**src/rtl/vscale_htif_pcr_arbiter.sv**
```systemverilog
// Round-robin arbiter sharing one HTIF PCR channel among NREQ requesters, one transaction in flight.
// Latency: accept at T -> core req at T+1; core resp at R -> requester resp at R+1. Backpressure from either side stalls the FSM in place.
module vscale_htif_pcr_arbiter #(
  parameter int NREQ       = 2,
  parameter int ADDR_WIDTH = 12,
  parameter int DATA_WIDTH = 64,
  parameter int IDW        = 1
) (
  input  logic                       clk,
  input  logic                       reset,
  input  logic [NREQ-1:0]            cu_req_valid,
  output logic [NREQ-1:0]            cu_req_ready,
  input  logic [NREQ-1:0]            cu_req_rw,
  input  logic [NREQ*ADDR_WIDTH-1:0] cu_req_addr,
  input  logic [NREQ*DATA_WIDTH-1:0] cu_req_data,
  output logic [NREQ-1:0]            cu_resp_valid,
  input  logic [NREQ-1:0]            cu_resp_ready,
  output logic [DATA_WIDTH-1:0]      cu_resp_data,
  output logic                       htif_pcr_req_valid,
  input  logic                       htif_pcr_req_ready,
  output logic                       htif_pcr_req_rw,
  output logic [ADDR_WIDTH-1:0]      htif_pcr_req_addr,
  output logic [DATA_WIDTH-1:0]      htif_pcr_req_data,
  input  logic                       htif_pcr_resp_valid,
  output logic                       htif_pcr_resp_ready,
  input  logic [DATA_WIDTH-1:0]      htif_pcr_resp_data,
  output logic                       busy,
  output logic [IDW-1:0]             grant_id
);

  typedef enum logic [1:0] {IDLE, ISSUE, WAIT, RESP} state_t;

  state_t                state;
  logic [IDW-1:0]        last_grant;
  logic [IDW-1:0]        winner;
  logic                  found;
  logic                  any_req;
  logic                  rw_q;
  logic [ADDR_WIDTH-1:0] addr_q;
  logic [DATA_WIDTH-1:0] data_q;
  logic [DATA_WIDTH-1:0] resp_q;
  logic                  req_valid_q;
  logic                  resp_ready_q;
  logic [NREQ-1:0]       resp_valid_q;
  logic                  busy_q;

  // Two passes give the round-robin wrap: first indices above last_grant, then the rest.
  always_comb begin
    winner = last_grant;
    found  = 1'b0;
    for (int i = 0; i < NREQ; i++) begin
      if (!found && (i > int'(last_grant)) && cu_req_valid[i]) begin
        winner = IDW'(i);
        found  = 1'b1;
      end
    end
    for (int i = 0; i < NREQ; i++) begin
      if (!found && (i <= int'(last_grant)) && cu_req_valid[i]) begin
        winner = IDW'(i);
        found  = 1'b1;
      end
    end
  end

  assign any_req = |cu_req_valid;

  always_comb begin
    cu_req_ready = '0;
    if ((state == IDLE) && !reset && any_req) begin
      cu_req_ready[winner] = 1'b1;
    end
  end

  always_ff @(posedge clk) begin
    if (reset) begin
      state        <= IDLE;
      last_grant   <= IDW'(NREQ - 1);
      grant_id     <= '0;
      rw_q         <= 1'b0;
      addr_q       <= '0;
      data_q       <= '0;
      resp_q       <= '0;
      req_valid_q  <= 1'b0;
      resp_ready_q <= 1'b0;
      resp_valid_q <= '0;
      busy_q       <= 1'b0;
    end else begin
      case (state)
        IDLE: begin
          if (any_req) begin
            rw_q        <= cu_req_rw[winner];
            addr_q      <= cu_req_addr[int'(winner)*ADDR_WIDTH +: ADDR_WIDTH];
            data_q      <= cu_req_data[int'(winner)*DATA_WIDTH +: DATA_WIDTH];
            grant_id    <= winner;
            req_valid_q <= 1'b1;
            busy_q      <= 1'b1;
            state       <= ISSUE;
          end
        end
        ISSUE: begin
          if (htif_pcr_req_ready) begin
            req_valid_q  <= 1'b0;
            resp_ready_q <= 1'b1;
            state        <= WAIT;
          end
        end
        WAIT: begin
          // Writes also get a response from the core, so every transaction passes through here.
          if (htif_pcr_resp_valid) begin
            resp_q       <= htif_pcr_resp_data;
            resp_ready_q <= 1'b0;
            resp_valid_q <= NREQ'(1) << grant_id;
            state        <= RESP;
          end
        end
        RESP: begin
          if (cu_resp_ready[grant_id]) begin
            resp_valid_q <= '0;
            last_grant   <= grant_id;
            busy_q       <= 1'b0;
            state        <= IDLE;
          end
        end
        default: begin
          state        <= IDLE;
          req_valid_q  <= 1'b0;
          resp_ready_q <= 1'b0;
          resp_valid_q <= '0;
          busy_q       <= 1'b0;
        end
      endcase
    end
  end

  assign htif_pcr_req_valid  = req_valid_q;
  assign htif_pcr_req_rw     = rw_q;
  assign htif_pcr_req_addr   = addr_q;
  assign htif_pcr_req_data   = data_q;
  assign htif_pcr_resp_ready = resp_ready_q;
  assign cu_resp_valid       = resp_valid_q;
  assign cu_resp_data        = resp_q;
  assign busy                = busy_q;

endmodule

```
**config.mk**
```make
export PLATFORM = sky130hd
export DESIGN_NAME = vscale_htif_pcr_arbiter
export DESIGN_NICKNAME = d
export VERILOG_FILES = /design/src/rtl/vscale_htif_pcr_arbiter.sv
export SDC_FILE = /design/constraint.sdc
export NUM_CORES = 1
export LEC_CHECK = 0
export CORE_ASPECT_RATIO = 0.5
export CORE_MARGIN = 3
export CORE_UTILIZATION = 34
export DETAILED_ROUTE_END_ITERATION = 7
export GPL_TIMING_DRIVEN = 0
export PLACE_DENSITY = 0.78
export SLEW_MARGIN = 15
export SYNTH_ARGS = -nofsm -noshare
export SYNTH_HDL_FRONTEND = slang
export SYNTH_SLANG_ARGS = --single-unit
```
**constraint.sdc**
```tcl
create_clock -name clk -period 1.7 [get_ports clk]
set_clock_uncertainty 0.1 [all_clocks]
set_input_delay 0.34 -clock clk [delete_from_list [all_inputs] [get_ports clk]]
set_output_delay 0.34 -clock clk [all_outputs]
set_load 0.02 [all_outputs]
```
# [Word level (Yosys, flattened, before mapping)]
# Index checks and enable logic that the tools add are counted.
[word_totals] regBits=150 out_inout_bits=149 in_bits=226 word_cells=78
[classes] muxes=27 n_lt_le_gt_ge=5 n_eq_ne=7 shifts=3 n_mul=1 reduce_logical=24
[op_table] op="$shiftx A128 B8 Y64" count=1
[op_table] op="$shiftx A24 B6 Y12" count=1
[op_table] op="$mux W1" count=15
[op_table] op="$mux W2" count=6
[op_table] op="$reduce_and A3 Y1" count=4
[op_table] op="$ne A2 B2 Y1 const B" count=4
[op_table] op="$pmux W2 S4" count=1
[op_table] op="$reduce_bool A2 Y1" count=4
[op_table] op="$logic_and A1 B1 Y1" count=7
[op_table] op="$pmux W1 S2" count=3
[op_table] op="$reduce_and A2 Y1" count=3
[op_table] op="$eq A2 B2 Y1 const B" count=2
[op_table] op="$lt A1 B2 Y1 const B" count=2
[op_table] op="$pmux W2 S2" count=1
[op_table] op="$reduce_and A4 Y1" count=1
[op_table] op="$logic_not A1 Y1" count=3
[op_table] op="$mul A1 B2 Y3 const B" count=1
[op_table] op="$eq A2 B1 Y1 const B" count=1
[op_table] op="$logic_not A2 Y1" count=1
[op_table] op="$reduce_or A2 Y1" count=1
[op_table] op="$shl A1 B1 Y2 const A" count=1
[op_table] op="$demux W1 S1" count=1
[op_table] op="$ge A1 B1 Y1 const B" count=1
[op_table] op="$gt A1 B1 Y1 const A" count=1
[op_table] op="$le A1 B1 Y1 const A" count=1

# [Longest topological paths before layout]
# Gate-level depths: netlist (run 1).
[logic_depth] ltp_word=15 depth_mapped=7 depth_no_buf=5

# [Worst setup path before layout (run 1)]
# Ideal clock, no wire load.
[synth_timing] path_kind="register -> output" start="register last_grant" end="output cu_req_ready[0]" stages_incl_launch_ff=6 required_time_ps=1260 path_buffers=3 t_arrival_ps=1324 setup_slack_ps=-64 path_cell_list="dfxtp_1 -> or2_1 -> buf_4 -> buf_4 -> buf_6 -> a21oi_1"
[synth_between] elab_chain_len=15 elab_cells_between_ends=19 cone_classes="order compare: 4; mux: 8; reduce/logical: 7"
[synth_rtl] item="start: declaration" line_no="34" text="logic [IDW-1:0] last_grant;"
[synth_rtl] item="start signal: assignment" line_no="77" text="last_grant <= IDW'(NREQ - 1);"
[synth_rtl] item="start signal: assignment" line_no="119" text="last_grant <= grant_id;"
[synth_rtl] item="$gt A1 B1 Y1" line_no="52" text="if (!found && (i > int'(last_grant)) && cu_req_valid[i]) begin"
[synth_rtl] item="$logic_and A1 B1 Y1" line_no="52"
[synth_rtl] item="$mux W1" line_no="52"
[synth_rtl] item="$logic_not A1 Y1" line_no="58" text="if (!found && (i <= int'(last_grant)) && cu_req_valid[i]) begin"
[synth_rtl] item="$logic_and A1 B1 Y1" line_no="58"
[synth_rtl] item="$mux W1" line_no="58"
[synth_rtl] item="$logic_not A1 Y1" line_no="58"
[synth_rtl] item="$logic_and A1 B1 Y1 (2 in a row)" line_no="58"
[synth_rtl] item="$mux W1 *" line_no="58"
[synth_rtl] item="$lt A1 B2 Y1 (not written as such) or $ge A1 B1 Y1 (tied branches)" line_no="70" text="cu_req_ready[winner] = 1'b1;"
[synth_rtl] item="$logic_and A1 B1 Y1 (not written as such)" line_no="70"
[synth_rtl] item="$mux W1 (not written as such)" line_no="70"
[synth_rtl] item="$demux W1 S1 *" line_no="70"
[synth_rtl] item="$mux W2 *" line_no="69" text="if ((state == IDLE) && !reset && any_req) begin"
[synth_rtl] item="end: declaration" line_no="12" text="output logic [NREQ-1:0] cu_req_ready,"
# Mark *: on every way between the ends. The rest lies on a longest branch, timed or not.

# [Final worst setup path (run 1)]
[layout_timing] start="register state[0]" end="output cu_req_ready[1]"
[layout_between] elab_chain_len=4
[layout_rtl] item="start: declaration" line_no="33" text="state_t state;"
[layout_rtl] item="start signal: assignment" line_no="76" text="state <= IDLE;"
[layout_rtl] item="start signal: assignment" line_no="97" text="state <= ISSUE;"
[layout_rtl] item="start signal: assignment" line_no="104" text="state <= WAIT;"
[layout_rtl] item="$logic_not A2 Y1" line_no="69"
[layout_rtl] item="$logic_and A1 B1 Y1 (2 in a row)" line_no="69"
[layout_rtl] item="$mux W2" line_no="69"
# Every way passes these cells.

==> results.sh, run 1 <==
export IMPL_dp_slack_ns=-1.23
export IMPL_synth_nets=1026
export IMPL_yosysWarnings=0
export IMPL_dieArea_sq_um=20100
export IMPL_cts_max_level=4
export IMPL_final_net_count=1424
export IMPL_grt_pass1_wl_um=38400
export IMPL_maxUsedRoutingLayer="met4"
export IMPL_fp_dieH_um=102
export IMPL_cts_clk_slew_worst_paths_ns=0.06
export IMPL_num_rows=34
export IMPL_setup_viol=5
export IMPL_drc=0
export IMPL_globalplace_congestion=0.843
export IMPL_ios=375
export IMPL_cts_path_max_buffers=2
export IMPL_grt_ovfl_total=0
export IMPL_cts_hold_buf=0
export IMPL_synth_edff_count=0
export IMPL_place_port_buffers=373
export IMPL_area_growth_pct=75.3
export IMPL_hold_path_class="register to register"
export IMPL_p_per_area_nw_per_um2=1380
export IMPL_finalWorstSetupSlack_ns=-0.210
export IMPL_path_class="register to primary output"
export IMPL_vias=7464
export IMPL_rsz0062_at_grt="yes"
export IMPL_ant_nets=0
export IMPL_timing_hold_violations_final=0
export IMPL_fin_crit_sh_pct=112
export IMPL_cts_buffers=17
export IMPL_grt_pass1_vias=7132
export IMPL_drtIter0Drc=381
export IMPL_worstPathRequired_ns=1.26
export IMPL_syn_avg_cell_area_sq_um=7.87
export IMPL_final_instance_count_excl_fill=1438
export IMPL_dp_cells=1401
export IMPL_hpwl_um=19600
export IMPL_layout_common_cells="222 x clkdlybuf4s50_1, 148 x dlygate4sd2_1, 147 x dfxtp_1"
export IMPL_syn_inst=794
export IMPL_final_common_cell="clkdlybuf4s50_1"
export IMPL_ys_types=34
export IMPL_finalWirelength_um=25700
export IMPL_antenna_found_initial=0
export IMPL_drive_above_1_share_pct=9.14
export IMPL_syn_area_sq_um=6250
export IMPL_drtPass1Iterations=5
export IMPL_antennaDiodeCount=0
export IMPL_start_kind="register"
export IMPL_ys_seq_area_share_pct=48.1
export IMPL_violations="negative setup slack"
export IMPL_clockRootBuffer="clkbuf_16"
export IMPL_routed_wl_met2_um=12800
export IMPL_path_max_fanout=4
export IMPL_cts_tree="built"
export IMPL_coreArea_sq_um=17700
export IMPL_drv_slew=0
export IMPL_async_flop_share_pct=0
export IMPL_ys_ff_latch=150
export IMPL_clock_sinks=150
export IMPL_finalPower_mw=15.1
export IMPL_grt_max_degree=20
export IMPL_gr_usage_all_layers_pct=23.9
export IMPL_end_kind="primary output"
export IMPL_min_period_ns=1.91
export IMPL_wirelength_met1_um=10500
export IMPL_insertion_delay_ns=0.40
export IMPL_crit_arrival_ns=1.47
export IMPL_fmax_mhz=524
export IMPL_final_fill_count=1629
export IMPL_wl_per_cell_um=17.9
export IMPL_die_width_um=198
export IMPL_ir_worst_vdd_v=0.000782
export IMPL_dominantRegCellSynth="dfxtp_1"
export IMPL_tightest_slew_ns=0.534
export IMPL_cap_violations=0
export IMPL_status="finished, violations left"
export IMPL_relSlewSlack_pct=64.4
export IMPL_wl_met3_um=1750
export IMPL_p_leak_nw=4.56
export IMPL_initial_utilization_pct=35.3
export IMPL_avgViaCountPerCell=5.19
==> stage by stage <==
| stage | setup TNS, ns | area (sq um) | utilization [%] | hold slack [ns] |
|---|---|---|---|---|
| 2_1_floorplan | 0 | 6260 | - | 0.369 |
| 3_3_place_gp | -59.00 | 10300 | 58.1 | 0.342 |
| 3_5_place_dp | -61.78 | 10300 | 58.1 | 0.347 |
| 4_1_cts | -0.442 | 10900 | 61.4 | 0.354 |
| 5_1_grt | -2.98 | 11000 | 61.9 | 0.361 |
| 6_report | -0.519 | 11000 | 61.9 | 0.350 |
==> Yosys cell counts, types with 2 or more instances <==
cell	instances	area share, %
nor3b_1	2	0.24
buf_4	6	0.72
inv_1	2	0.12
o21ai_0	89	7.1
nand3_1	82	6.6
mux2i_1	3	0.48
o21ai_1	72	5.8
clkbuf_1	37	2.2
nor2b_1	3	0.30
ha_1	6	1.2
a21oi_1	70	5.6
and2_1	2	0.20
buf_2	36	2.9
a31oi_1	80	8.0
nand2_1	136	8.2
dfxtp_1	150	48
==> power breakdown <==
group / switching [mW] / total, mW / leakage (nW) / internal [mW]
clock network: 1.55 / 3.77 / 0.280 / 2.22
registers: 0.519 / 4.99 / 1.23 / 4.47
logic: 3.74 / 6.38 / 3.05 / 2.64
total: 5.82 / 15.1 / 4.56 / 9.33
==> flip-flops by register name, summed over array words and instances, names as in the netlist <==
signal and flops:
cu_resp_data 64, htif_pcr_req_data 64, htif_pcr_req_addr 12, cu_resp_valid 2
state 2, busy 1, grant_id 1, htif_pcr_req_rw 1
htif_pcr_req_valid 1, htif_pcr_resp_ready 1, last_grant 1
==> cells by family (layout without fill, tap and decap cells) <==
family,after synthesis,after routing,synth area share [%]
adders and majority gates,6,6,1.20
and+or+nand+nor,235,235,16.6
muxes,3,3,0.481
AOI/OAI and AO/OA,316,316,27.5
DFF,150,150,48.1
buffers and inverters,84,494,6.25
==> critical path: stages (launching register included) <==
cell	delay [ns]
dfxtp_4	0.37
inv_6	0.07
ha_4	0.13
o211ai_1	0.15
nor3_2	0.19
buf_4	0.16
==> repair_timing <==
action / in CTS / in global routing
endpoints found under the setup margin: 284 / 143
pin swaps: 3 / 3
gates resized for setup: 222 / 29
cloned: 1 / 0
setup buffers: 5 / 3
==> final timing paths <==
check,startpoint,endpoint,slack [ns],cells past startpoint
setup / recovery,state[0],cu_req_ready[1],-0.21,5
setup reg to reg,state[0],cu_resp_valid[1],-0.06,6
hold reg to reg,cu_resp_data[10],cu_resp_data[10],0.35,2
hold / removal,cu_resp_data[10],cu_resp_data[10],0.35,2
==> layer usage <==
| metal | up-vias | track usage, % |
|---|---|---|
| li1 | 3633 | - |
| met1 | 3500 | 29.5 |
| met2 | 285 | 41.9 |
| met3 | 46 | 5.50 |
| met4 | 0 | 7.82 |
| met5 | - | 0 |
==> cell type report <==
| type | count | area [sq um] | share of cell area [%] |
|---|---|---|---|
| plain buffers | 78 | 508 | 4.64 |
| clock buffers | 18 | 439 | 4.01 |
| clock inverters | 13 | 145 | 1.33 |
| inverters | 3 | 18.8 | 0.171 |
| multi-input cells | 560 | 2910 | 26.6 |
| flip-flops and latches | 150 | 3010 | 27.5 |
| well taps | 234 | 293 | 2.67 |
| repair buffers | 382 | 3620 | 33.1 |
Power figures use the tool's default switching activity.
==> inputs of run 2 (changes only) <==
--- a/config.mk
+++ b/config.mk
@@ -5,12 +5,14 @@
 export SDC_FILE = /design/constraint.sdc
 export NUM_CORES = 1
 export LEC_CHECK = 0
+export CAP_MARGIN = 20
 export CORE_ASPECT_RATIO = 0.5
 export CORE_MARGIN = 3
 export CORE_UTILIZATION = 34
 export DETAILED_ROUTE_END_ITERATION = 7
 export GPL_TIMING_DRIVEN = 0
 export PLACE_DENSITY = 0.78
+export SETUP_SLACK_MARGIN = 0.3
 export SLEW_MARGIN = 15
 export SYNTH_ARGS = -nofsm -noshare
 export SYNTH_HDL_FRONTEND = slang
==> results.sh, run 2 (synthesis gave the netlist of run 1 again) <==
export IMPL_area_growth_pct=90.5
export IMPL_p_per_area_nw_per_um2=1420
export IMPL_vias=7777
export IMPL_drv_slew=0
export IMPL_crit_arrival_ns=1.60
export IMPL_path_max_fanout=3
export IMPL_drive_above_1_share_pct=35.3
export IMPL_avgViaCountPerCell=5.29
export IMPL_coreArea_sq_um=17700
export IMPL_fmax_mhz=489
export IMPL_initial_utilization_pct=35.3
export IMPL_dieArea_sq_um=20100
export IMPL_cts_tree="built"
export IMPL_ios=375
export IMPL_worstPathRequired_ns=1.26
export IMPL_critical_path_top_delay_family="buffers and inverters"
export IMPL_die_width_um=198
export IMPL_grt_ovfl_total=0
export IMPL_insertion_delay_ns=0.41
export IMPL_hpwl_um=19500
export IMPL_rsz0062_at_grt="yes"
export IMPL_cts_hold_buf=0
export IMPL_grt_max_degree=17
export IMPL_cap_violations=0
export IMPL_timing_hold_violations_final=0
export IMPL_num_rows=34
export IMPL_grt_pass1_wl_um=39500
export IMPL_path_cells="or2_1 > buf_6 > buf_8 > buf_8 > a21oi_4 > buf_6"
export IMPL_hold_slack_ns=0.352
export IMPL_final_net_count=1454
export IMPL_finalWirelength_um=28200
export IMPL_cts_clk_slew_worst_paths_ns=0.07
export IMPL_grt_pass1_vias=7423
export IMPL_end_kind="primary output"
export IMPL_layout_common_cells="221 x clkdlybuf4s50_1, 146 x buf_2, 144 x dfxtp_1"
export IMPL_hold_path_class="register to register"
export IMPL_globalplace_congestion=0.869
export IMPL_antennaDiodeCount=0
export IMPL_cts_buffers=17
export IMPL_clock_sinks=150
export IMPL_critPathSlowestCell="dfxtp_4"
export IMPL_violations="negative setup slack"
export IMPL_drtIter0Drc=344
export IMPL_drc=0
export IMPL_final_common_cell="clkdlybuf4s50_1"
export IMPL_finalWorstSetupSlack_ns=-0.345
export IMPL_slowest_delay_ns=0.36
export IMPL_cts_max_level=4
export IMPL_clockRootBuffer="clkbuf_16"
export IMPL_dp_slack_ns=-1.20
export IMPL_path_class="register to primary output"
export IMPL_fin_crit_sh_pct=120
export IMPL_fp_dieH_um=102
export IMPL_start_kind="register"
export IMPL_drtPass1Iterations=5
export IMPL_place_port_buffers=373
export IMPL_setup_viol=2
export IMPL_cts_path_max_buffers=2
export IMPL_antenna_found_initial=0
export IMPL_cp_buffers_inverters=4
export IMPL_ir_worst_vdd_v=0.000841
export IMPL_tightest_slew_ns=0.742
export IMPL_relSlewSlack_pct=50.5
export IMPL_post_route_util_pct=67.3
export IMPL_p_leak_nw=4.78
export IMPL_status="finished, violations left"
export IMPL_wl_per_cell_um=19.2
export IMPL_ant_nets=0
export IMPL_gr_usage_all_layers_pct=24.7
export IMPL_min_period_ns=2.04
## run 2: changes by cell type in the layout (fill, tap and decap cells not counted), sizes merged
cell,previous run,this run
clkinvlp,3,4
inv,8,7
buf,51,228
dlygate4sd2,148,2
clkbuf,56,57
nand2,136,137
bufinv,2,1
clkinv,3,4
clkdlybuf4s15,1,0
clkdlybuf4s50,222,221
## run 2: final timing paths
path | startpoint | to | slack, ns | depth (start not counted)
min reg2reg | cu_resp_data[62] | cu_resp_data[62] | 0.35 | 2
min | cu_resp_data[62] | cu_resp_data[62] | 0.35 | 2
max reg2reg | state[0] | state[0] | 0.07 | 5
max | last_grant | cu_req_ready[0] | -0.34 | 6
## run 2: final cells by class
| class | instances | area (sq um) |
|---|---|---|
| Timing Repair Buffer | 408 | 3570 |
| Multi-Input combinational cell | 561 | 3630 |
| Sequential cell | 150 | 3020 |
| Clock inverter | 13 | 119 |
| Tap cell | 234 | 293 |
| Buffer | 81 | 792 |
| Clock buffer | 19 | 453 |
| Fill cell | 1447 | 5790 |
| Inverter | 3 | 26.3 |
## run 2: tightest hold or removal path, stage by stage (launching register included)
cell     delay [ns]
dfxtp_1        0.31
nand2_1        0.05
a21oi_1        0.05
## run 2: routing by layer
layer  GRT usage (%)  routed length, um
met1            29.7              11400
met2            44.1              14500
met3            5.47               1600
met4            8.80                804
met5               0                  0
## run 2: repair_timing
| item | CTS | global route |
|---|---|---|
| gates resized for setup | 721 | 234 |
| endpoints found under the hold margin | 0 | 0 |
| setup buffers | 6 | 12 |
| cloned | 3 | 15 |
| endpoints found under the setup margin | 294 | 186 |
| pin swaps | 37 | 15 |
## run 2: where the power goes
group | leakage, nW | internal, mW | switching, mW
clock network | 0.273 | 2.11 | 1.60
logic | 3.27 | 3.62 | 4.40
registers | 1.23 | 4.49 | 0.705
total | 4.78 | 10.2 | 6.70
## run 2: per-stage QoR
step / instance area [sq um] / instances / power [mW] / setup TNS, ns
after CTS: 10600 / 1442 / 15.0 / -0.672
after detailed placement: 10400 / 1401 / 11.8 / -67.01
after global routing: 11900 / 1469 / 17.7 / -0.707
final: 11900 / 1469 / 16.9 / -0.639
after floorplan: 6360 / 794 / 8.49 / 0
after global placement: 10400 / 1401 / 11.6 / -61.68
==> inputs of run 3 (changes only) <==
--- a/config.mk
+++ b/config.mk
@@ -8,10 +8,10 @@
 export CAP_MARGIN = 20
 export CORE_ASPECT_RATIO = 0.5
 export CORE_MARGIN = 3
-export CORE_UTILIZATION = 34
+export CORE_UTILIZATION = 38
 export DETAILED_ROUTE_END_ITERATION = 7
 export GPL_TIMING_DRIVEN = 0
-export PLACE_DENSITY = 0.78
+export PLACE_DENSITY = 0.82
 export SETUP_SLACK_MARGIN = 0.3
 export SLEW_MARGIN = 15
 export SYNTH_ARGS = -nofsm -noshare
==> constraint.sdc (replaced) <==
create_clock -name clk -period 1.9 [get_ports clk]
set_clock_uncertainty 0.1 [all_clocks]
set_input_delay 0.38 -clock clk [delete_from_list [all_inputs] [get_ports clk]]
set_output_delay 0.38 -clock clk [all_outputs]
set_load 0.02 [all_outputs]
==> results.sh, run 3 (synthesis gave the netlist of run 1 again) <==
export IMPL_status="finished, violations left"
export IMPL_violations="negative setup slack"
export IMPL_tightest_slew_ns=0.563
export IMPL_ir_worst_vdd_v=0.000820
export IMPL_crit_arrival_ns=1.63
export IMPL_vias=7592
export IMPL_path_max_fanout=2
export IMPL_area_growth_pct=80.3
export IMPL_worstPathRequired_ns=1.42
export IMPL_clkPwrFrac_pct=26.3
export IMPL_grt_ovfl_total=0
export IMPL_end_kind="primary output"
export IMPL_avgViaCountPerCell=5.31
export IMPL_dp_cells=1388
export IMPL_finalWorstSetupSlack_ns=-0.208
export IMPL_initial_utilization_pct=39.7
export IMPL_post_route_util_pct=71.6
export IMPL_critical_path_top_delay_family="buffers and inverters"
export IMPL_cp_buffers_inverters=4
export IMPL_hold_path_class="primary input to register"
export IMPL_final_instance_count_excl_fill=1431
export IMPL_fin_crit_sh_pct=111
export IMPL_num_rows=32
export IMPL_tns_ns=-0.380
export IMPL_final_net_count=1430
export IMPL_layout_common_cells="222 x clkdlybuf4s50_1, 145 x dfxtp_1, 134 x nand2_1"
export IMPL_relSlewSlack_pct=62.4
export IMPL_combPwrFrac_pct=42.1
export IMPL_hpwl_um=19100
export IMPL_timing_hold_violations_final=0
export IMPL_clockRootBuffer="clkbuf_16"
export IMPL_seqPwrFrac_pct=31.5
export IMPL_ios=375
export IMPL_dieArea_sq_um=18100
export IMPL_rsz0062_at_grt="yes"
export IMPL_cts_tree="built"
export IMPL_min_period_ns=2.11
export IMPL_drv_slew=0
export IMPL_drtIter0Drc=494
export IMPL_coreArea_sq_um=15700
export IMPL_dp_slack_ns=-1.03
export IMPL_p_per_area_nw_per_um2=1270
export IMPL_drc=0
export IMPL_slowest_delay_ns=0.36
export IMPL_cap_violations=0
export IMPL_antennaDiodeCount=0
export IMPL_wl_per_cell_um=18.3
export IMPL_swShare_pct=37.0
export IMPL_fmax_mhz=474
export IMPL_setup_viol=2
export IMPL_cts_buffers=17
export IMPL_start_kind="register"
export IMPL_p_leak_nw=4.39
export IMPL_gr_usage_all_layers_pct=27.4
export IMPL_r2r_slack_ns=0.18
export IMPL_globalplace_congestion=0.885
export IMPL_grt_pass1_wl_um=40200
export IMPL_critPathSlowestCell="dfxtp_4"
export IMPL_die_width_um=187
export IMPL_grt_max_degree=17
export IMPL_p_int_mw=9.01
export IMPL_grt_pass1_vias=7507
export IMPL_final_common_cell="clkdlybuf4s50_1"
export IMPL_fp_dieH_um=96.7
export IMPL_clock_sinks=150
export IMPL_cts_max_level=4
export IMPL_cts_path_max_buffers=2
export IMPL_drive_above_1_share_pct=13.1
export IMPL_antenna_found_initial=0
export IMPL_insertion_delay_ns=0.42
export IMPL_finalPower_mw=14.3
export IMPL_cts_hold_buf=0
export IMPL_switchingPower_mw=5.29
export IMPL_path_class="register to primary output"
export IMPL_ant_nets=0
export IMPL_path_cells="or2_1 > buf_6 > buf_8 > buf_8 > a21oi_4 > buf_6"
export IMPL_cts_clk_slew_worst_paths_ns=0.07
export IMPL_place_port_buffers=373
export IMPL_finalWirelength_um=26100
export IMPL_drtPass1Iterations=5
-- run 3: cell types whose count changed in the layout (fill, tap and decap cells not counted), moves of 43 or more --
| cell | delta |
|---|---|
| o21ai_1 | +44 |
| o21ai_2 | -63 |
| dlygate4sd2_1 | +43 |
| clkdlybuf4s15_1 | +76 |
| buf_2 | -137 |
-- run 3: cell type report --
cell class | instances | area, sq um
fill | 1229 | 4470
timing repair buffer | 385 | 3680
sequential | 150 | 3020
multi-input combinational | 560 | 2990
buffer | 81 | 626
clock buffer | 20 | 457
tap | 221 | 277
clock inverter | 11 | 196
inverter | 3 | 18.8
-- run 3: per-stage QoR --
stage / instance area, sq um / hold slack (ns)
2_1_floorplan: 6300 / 0.369
3_3_place_gp: 10300 / 0.342
3_5_place_dp: 10300 / 0.346
4_1_cts: 11100 / 0.323
5_1_grt: 11300 / 0.347
6_report: 11300 / 0.331
-- run 3: path summary, 6_finish.rpt --
check | to | cells after the start | start
worst max register to register | cu_resp_valid[0] | 6 | state[0]
worst min-delay path | htif_pcr_resp_ready | 5 | reset
worst min register to register | cu_resp_data[22] | 2 | cu_resp_data[22]
worst max-delay path | cu_req_ready[0] | 6 | last_grant
-- run 3: worst min-delay path, stage by stage --
cell     delay (ns)
buf_8          0.12
inv_4          0.04
buf_6          0.14
o21ai_0        0.08
nor3b_1        0.05
-- run 3: timing repair --
action                     4_1_cts  5_1_grt
gates cloned                     1        0
pin swaps                        7        7
gates resized for setup        276      145
setup buffers                    8        3
setup endpoints to repair      292      184
-- run 3: layer usage --
layer  share of wire, %  track usage, %  vias up  routed length [um]
met5                  0               0        -                   0
met4                3.1            10.2        0                 819
met3                6.5            6.01       61                1690
met2                 50            48.8      324               13100
met1                 40            32.4     3563               10500
li1                   -               -     3644                   -
-- run 3: power by group through the flow --
stage	clock network (mW)	registers (mW)	logic (mW)
6_report	3.77	4.51	6.02
5_1_grt	3.93	4.59	6.43
4_1_cts	3.80	4.46	5.76
3_3_place_gp	0	4.49	5.79
3_5_place_dp	0	4.52	5.87
2_1_floorplan	0	5.47	2.02
